File: src/rtl/display_scan_controller.sv
// display_scan_controller: multiplexes one seven-segment decoder across NUM_DIGITS digits with tear-free double buffering
module display_scan_controller #(
  parameter int NUM_DIGITS   = 4,
  parameter int REFRESH_DIV  = 1000,
  parameter int BLANK_CYCLES = 16
) (
  input  logic                    clk,
  input  logic                    rst,
  input  logic                    start,
  input  logic                    off,
  input  logic [2:0]              err,
  input  logic                    lzb_en,
  input  logic                    load,
  input  logic [4*NUM_DIGITS-1:0] value,
  output logic                    ready,
  output logic [3:0]              digit_code,
  output logic                    drv_start,
  output logic                    drv_off,
  output logic [2:0]              drv_err,
  output logic [NUM_DIGITS-1:0]   an,
  output logic                    frame_tick
);
  localparam int IW = $clog2(NUM_DIGITS);
  localparam int CW = $clog2(REFRESH_DIV);
  typedef enum logic [1:0] {IDLE, BLANK, SHOW} state_t;
  state_t state, ns;
  logic [IW-1:0] idx, nidx;
  logic [CW-1:0] cnt, ncnt;
  logic [4*NUM_DIGITS-1:0] active, shadow;
  logic pending, go, slot_end, boundary, lit, zero_run;
  logic [NUM_DIGITS-1:0] blank_mask;
  assign ready = !pending;
  // slot sequencing: blank gap then show, advancing digit at each slot end; abort to IDLE whenever not running
  always_comb begin
    go = start && !off;
    slot_end = state == SHOW && cnt == CW'(REFRESH_DIV - 1);
    boundary = go && slot_end && idx == IW'(NUM_DIGITS - 1);
    ns = state;
    nidx = idx;
    ncnt = cnt;
    if (!go) begin
      ns = IDLE;
      nidx = '0;
      ncnt = '0;
    end else if (state == IDLE) begin
      ns = BLANK;
      nidx = '0;
      ncnt = '0;
    end else if (slot_end) begin
      ns = BLANK;
      nidx = idx == IW'(NUM_DIGITS - 1) ? '0 : idx + 1'b1;
      ncnt = '0;
    end else begin
      ncnt = cnt + 1'b1;
      ns = (state == BLANK && cnt == CW'(BLANK_CYCLES - 1)) ? SHOW : state;
    end
  end
  // a digit above 0 is blanked when it and every more significant nibble are zero
  always_comb begin
    zero_run = 1'b1;
    blank_mask = '0;
    for (int i = NUM_DIGITS - 1; i > 0; i--) begin
      zero_run = zero_run && active[4*i +: 4] == 4'd0;
      blank_mask[i] = zero_run && lzb_en && err == 3'd0;
    end
  end
  assign lit = ns == SHOW && !blank_mask[nidx];
  // scan state register
  always_ff @(posedge clk or posedge rst) begin
    if (rst) begin
      state <= IDLE;
      idx <= '0;
      cnt <= '0;
    end else begin
      state <= ns;
      idx <= nidx;
      cnt <= ncnt;
    end
  end
  // double buffer: accept into shadow, promote to active only in IDLE or at a frame boundary
  always_ff @(posedge clk or posedge rst) begin
    if (rst) begin
      active <= '0;
      shadow <= '0;
      pending <= 1'b0;
    end else if (load && !pending) begin
      shadow <= value;
      pending <= 1'b1;
    end else if (pending && (state == IDLE || boundary)) begin
      active <= shadow;
      pending <= 1'b0;
    end
  end
  // outputs registered from next-state so anode, code and off change on the same edge as the state
  always_ff @(posedge clk or posedge rst) begin
    if (rst) begin
      an <= '1;
      digit_code <= '0;
      drv_off <= 1'b1;
      drv_start <= 1'b0;
      drv_err <= '0;
      frame_tick <= 1'b0;
    end else begin
      an <= lit ? ~(NUM_DIGITS'(1) << nidx) : '1;
      digit_code <= ns == SHOW ? active[4*nidx +: 4] : 4'd0;
      drv_off <= !lit;
      drv_start <= ns != IDLE;
      drv_err <= err;
      frame_tick <= boundary;
    end
  end
endmodule

File: config.mk
export PLATFORM = sky130hd
export DESIGN_NAME = display_scan_controller
export DESIGN_NICKNAME = d
export VERILOG_FILES = /design/src/rtl/display_scan_controller.sv
export SDC_FILE = /design/constraint.sdc
export NUM_CORES = 1
export LEC_CHECK = 0
export CAP_MARGIN = 5
export CORE_MARGIN = 10
export CORE_UTILIZATION = 48
export DETAILED_ROUTE_END_ITERATION = 8
export PLACE_DENSITY = 0.75
export SETUP_SLACK_MARGIN = 0.5
export SYNTH_ARGS = -nofsm -noshare
export SYNTH_HDL_FRONTEND = slang
export SYNTH_SLANG_ARGS = --single-unit
export TNS_END_PERCENT = 50
File: constraint.sdc
create_clock -name clk -period 2.15 [get_ports clk]
set_input_delay 0.645 -clock clk [delete_from_list [all_inputs] [get_ports clk]]
set_output_delay 0.645 -clock clk [all_outputs]
set_load 0.005 [all_outputs]
# [Word level (Yosys, flattened, before mapping)]
# Index checks and enable logic that the tools add are counted.
[op_classes] muxes=17 add_sub_neg=2 bitwise=2 n_reduce_logical=29 shift=2 n_eq_ne=6 magnitude_cmp=1
[op_table] operator="$mux W10" n=3
[op_table] operator="$logic_and A1 B1 Y1" n=16
[op_table] operator="$mux W2" n=8
[op_table] operator="$shiftx A16 B5 Y4" n=1
[op_table] operator="$logic_not A4 Y1" n=3
[op_table] operator="$add A10 B1 Y10 const B" n=1
[op_table] operator="$eq A10 B10 Y1 const B" n=1
[op_table] operator="$eq A10 B4 Y1 const B" n=1
[op_table] operator="$mux W4" n=2
[op_table] operator="$eq A2 B2 Y1 const B" n=3
[op_table] operator="$logic_not A1 Y1" n=4
[op_table] operator="$not A4 Y4" n=1
[op_table] operator="$reduce_bool A2 Y1" n=2
[op_table] operator="$shl A1 B2 Y4 const A" n=1
[op_table] operator="$logic_not A3 Y1" n=1
[op_table] operator="$lt A2 B3 Y1 const B" n=1
[op_table] operator="$mux W1" n=3
[op_table] operator="$add A2 B1 Y2 const B" n=1
[op_table] operator="$bmux W1 S2" n=1
[op_table] operator="$eq A2 B1 Y1 const B" n=1
[op_table] operator="$logic_not A2 Y1" n=1
[op_table] operator="$reduce_and A2 Y1" n=1
[op_table] operator="$logic_or A1 B1 Y1" n=1
[op_table] operator="$not A1 Y1" n=1
[totals] input_bits=25 ff_bits=61

# [Depth between registers and ports, before layout]
[logic_depth] word_depth=10 depth_mapped=7 depth_no_buf=6

# [Worst setup path after synthesis]
# No wires, ideal clock.
[synth_path] path_kind="input to register" from="in start" to="reg an[3]" arrival_ns=1.912 setup_slack_ns=0.146 path_stages=5 cell_sequence="or2b_2 -> nor2_1 -> o211a_1 -> inv_1 -> or3b_2"
[synth_between] elab_chain_cells=7 word_cells_on_any_way=11 classes_between="1 x eq/ne; 1 x shift; 5 x mux; 1 x bitwise; 3 x reduce/logical"
[synth_rtl] element="from (decl)" line_no="9" source="input logic start,"
[synth_rtl] element="$logic_and A1 B1 Y1 (*)" line_no="35" source="go = start && !off;"
[synth_rtl] element="$mux W2" line_no="41" source="if (!go) begin"
[synth_rtl] element="$bmux W1 S2" line_no="67" source="assign lit = ns == SHOW && !blank_mask[nidx];"
[synth_rtl] element="$mux W1 (not written as such)" line_no="67"
[synth_rtl] element="$logic_not A1 Y1" line_no="67"
[synth_rtl] element="$logic_and A1 B1 Y1" line_no="67"
[synth_rtl] element="$mux W4 (*)" line_no="104" source="an <= lit ? ~(NUM_DIGITS'(1) << nidx) : '1;"
[synth_rtl] element="to (signal assigned)" line_no="104"
[synth_rtl] element="to (decl)" line_no="20" source="output logic [NUM_DIGITS-1:0] an,"
# Mark *: on every way between the ends. The rest lies on a longest branch, timed or not. The select of a mux whose other input is x is not followed.
# A chain may end at the register's enable or synchronous reset.

# [Worst setup path after layout]
[layout_path] from="reg cnt[4]" to="reg active[1]"
[layout_between] elab_chain_cells=7
[layout_rtl] element="from (decl)" line_no="28" source="logic [CW-1:0] cnt, ncnt;"
[layout_rtl] element="from (signal assigned)" line_no="77" source="cnt <= ncnt;"
[layout_rtl] element="$eq A10 B10 Y1" line_no="36" source="slot_end = state == SHOW && cnt == CW'(REFRESH_DIV - 1);"
[layout_rtl] element="$logic_and A1 B1 Y1" line_no="36"
[layout_rtl] element="$logic_and A1 B1 Y1 (2 in a row)" line_no="37" source="boundary = go && slot_end && idx == IW'(NUM_DIGITS - 1);"
[layout_rtl] element="via boundary" line_no="30" source="logic pending, go, slot_end, boundary, lit, zero_run;"
[layout_rtl] element="$logic_or A1 B1 Y1" line_no="89" source="end else if (pending && (state == IDLE || boundary)) begin"
[layout_rtl] element="$logic_and A1 B1 Y1" line_no="89"
[layout_rtl] element="$reduce_and A2 Y1 (no source line)"
[layout_rtl] element="to (signal assigned)" line_no="90" source="active <= shadow;"
[layout_rtl] element="to (decl)" line_no="29" source="logic [4*NUM_DIGITS-1:0] active, shadow;"
# The timed path passes the listed nets, and every way through them passes these cells.

==> flow_metrics.tcl <==
set metrics [dict create \
    cts_tree "done" \
    cellLeakagePower_uw 0.00160 \
    cap_violations 0 \
    place_ws_ns -0.291 \
    portBuffers 39 \
    avgViaCountPerCell 5.30 \
    worst_pin_slew_ns 0.488 \
    root_buffer "clkbuf_8" \
    drtIter0Drc 103 \
    min_period_ns 2.05 \
    cts_buffer_depth 2 \
    synth_cell_types 45 \
    yosysSeqAreaShare_pct 59.4 \
    n_antenna_cell 0 \
    wl_met1_mm 2.37 \
    timing.hold.ws_ns 0.507 \
    setup_viol 0 \
    avgSynthCellArea_sq_um 13.4 \
    cpPeakStageDelay_ns 0.54 \
    num_vias 1860 \
    wire_per_inst_um 17.4 \
    dp_hpwl_mm 3.69 \
    die_h_um 93.3 \
    path_clk_slew_ns 0.07 \
    crit_family "simple AND/OR/NAND/NOR gates" \
    period_share_pct 95.6 \
    drc 0 \
    areaGrowthSynthToFinish_pct 45.3 \
    cp-end-kind "flip-flop" \
    cp_slowest_cell "or4_4" \
    firstDrtPassIters 4 \
    cp_cell_sequence "nand3b_1, or4_4, buf_6, nor2_4, o21ai_4, clkbuf_16, mux2_2" \
    dieWidth_um 93.3 \
    coreArea_sq_um 5170 \
    final_hold_viol_count 0 \
    grt_pass1_vias 1971 \
    clock-sinks 61 \
    yosysWarnings 0 \
    top_layer "met4" \
    cts_inserted_buffers 9 \
    clock_skew_ns 0.00981 \
    rows 26 \
    wl_met2_mm 3.40 \
    grt_pass1_wl_mm 9.63 \
    async_flop_share_pct 100 \
    synthesis.nets 220 \
    critPathMaxFanout 7 \
    finish.utilization_pct 72.5 \
    cp-start-kind "flip-flop" \
    hold_class "flip-flop to flip-flop" \
    htreeDepth 3 \
    hold_buffers 0 \
    drive_above_1_share_pct 46.3 \
    start_util_pct 49.9 \
    nets 303 \
    grt_max_degree 62 \
    final_max_slew_viol_count 0 \
    setup_slack_ns 0.0956 \
    status "finished, final reports clean" \
    path_buf_inv 2 \
    synthFlopType "dfrtp_1" \
    cp_data_required_time_ns 2.37 \
    clock_latency_ns 0.34 \
    maxSlewHeadroom_pct 67.2 \
    wl_mm 6.12 \
    power_density_nw_per_um2 877 \
    fmax_mhz 487 \
    p_total_uw 3290 \
    die_area_sq_um 8710 \
    io_pins 40 \
    synthCells 193 \
    ant_nets 0 \
    rsz0062_at_grt "true" \
    grt_usage_pct 14.3 \
    wl_met3_um 260 \
    irDropWorstVdd_mv 0.689 \
    critPathKind "flip-flop to flip-flop" \
    gp_congestion 0.879 \
    synth-edff-count 0 \
    ys_ff_latch 61 \
    fin_setup_tns_ns 0 \
    gr-total-overflow 0 \
    netlist_area_sq_um 2580 \
    arrival_ns 2.28 \
    antenna_found_initial 0 \
]
-- cells by family after synthesis --
family | share of synthesized area [%]
multiplexers | 17.5
AO/OA/AOI/OAI | 4.80
flip-flops | 59.4
buffers and inverters | 2.18
AND/OR/NAND/NOR | 12.8
adder cells (fa/ha/maj) | 0.969
XOR/XNOR | 2.38
-- synthesized netlist by cell type, types with 2 or more instances --
master / number / share of area [%]
xnor2_1: 5 / 1.7
nor2_1: 10 / 1.5
and2_1: 2 / 0.48
dfstp_2: 5 / 5.1
mux2_2: 33 / 14
clkbuf_1: 2 / 0.29
or3b_2: 2 / 0.68
nor4b_1: 2 / 0.68
buf_6: 2 / 0.87
a21oi_1: 3 / 0.58
or3_1: 2 / 0.48
nand2b_1: 2 / 0.48
mux2i_1: 8 / 3.1
o21ai_0: 2 / 0.39
dfrtp_1: 56 / 54
nor4_1: 3 / 0.73
o21a_1: 3 / 0.87
nand3_1: 3 / 0.58
nor3_1: 3 / 0.58
o211ai_1: 2 / 0.58
inv_1: 6 / 0.87
and3_1: 5 / 1.2
xor2_1: 2 / 0.68
ha_1: 2 / 0.97
o22ai_1: 4 / 0.97
nand2_1: 5 / 0.73
-- final timing paths --
| kind | start | slack [ns] | depth (start not counted) | to |
|---|---|---|---|---|
| worst max-delay path | cnt[4] | 0.1 | 7 | active[1] |
| worst min-delay path | shadow[5] | 0.51 | 1 | active[5] |
| worst max register to register | cnt[4] | 0.1 | 7 | active[1] |
| worst min register to register | shadow[5] | 0.51 | 1 | active[5] |
| max in group asynchronous | rst | 1.12 | 3 | drv_off |
| min in group asynchronous | rst | 0.73 | 3 | shadow[15] |
-- final cells by class --
class                   instances  area (sq um)
clock buffers                  12           135
clock inverters                 4          72.6
fillers                       347          1420
inverters                       6          26.3
multi-input cells             121          1160
flip-flops and latches         61          1540
well taps                      70          87.6
repair buffers                 77           731
-- through the flow --
step,cell area (sq um),cells
floorplan,2580,193
global placement,3190,312
detailed placement,3190,312
CTS,3580,341
global route,3750,351
finish,3750,351
-- state kept, by name, summed over array words and instances, names as in the netlist, 2 cells and up --
signal,cells
drv_err,3
digit_code,4
active,16
state,2
cnt,10
shadow,16
an,4
idx,2
-- layout by cell type (no fill, tap or decap), types with 3 or more instances in the layout --
cell and instances:
inv_1 5, dfstp_2 5, o22ai_1 3, a21oi_1 3
buf_2 4, dfrtp_1 51, dfrtp_2 5, clkdlybuf4s50_1 32
buf_6 4, nor2_1 9, and3_1 4, nand2b_4 3
buf_4 29, clkbuf_1 3, xnor2_1 5, nor4_1 3
nand2_1 4, clkbuf_8 9, mux2i_1 7, mux2_2 33
buf_12 4
-- timing repair --
item                                    in CTS  in global routing
setup buffers                               12                 10
pin swaps                                    7                  9
gates resized for setup                     38                 24
hold endpoints to repair                     0                  0
cloned                                       1                  0
endpoints found under the setup margin      56                 57
-- report_power, final --
| part | internal (uW) | switching [uW] | total (uW) |
|---|---|---|---|
| sequential | 1420 | 182 | 1600 |
| clock | 652 | 435 | 1090 |
| combinational | 396 | 209 | 605 |
-- per-layer routing --
layer,vias to the layer above,track usage (%)
met3,8,4.56
met5,-,0
met2,51,23.8
li1,856,-
met4,0,8.35
met1,945,15.5
No activity file was read; power rests on OpenSTA's default activity.
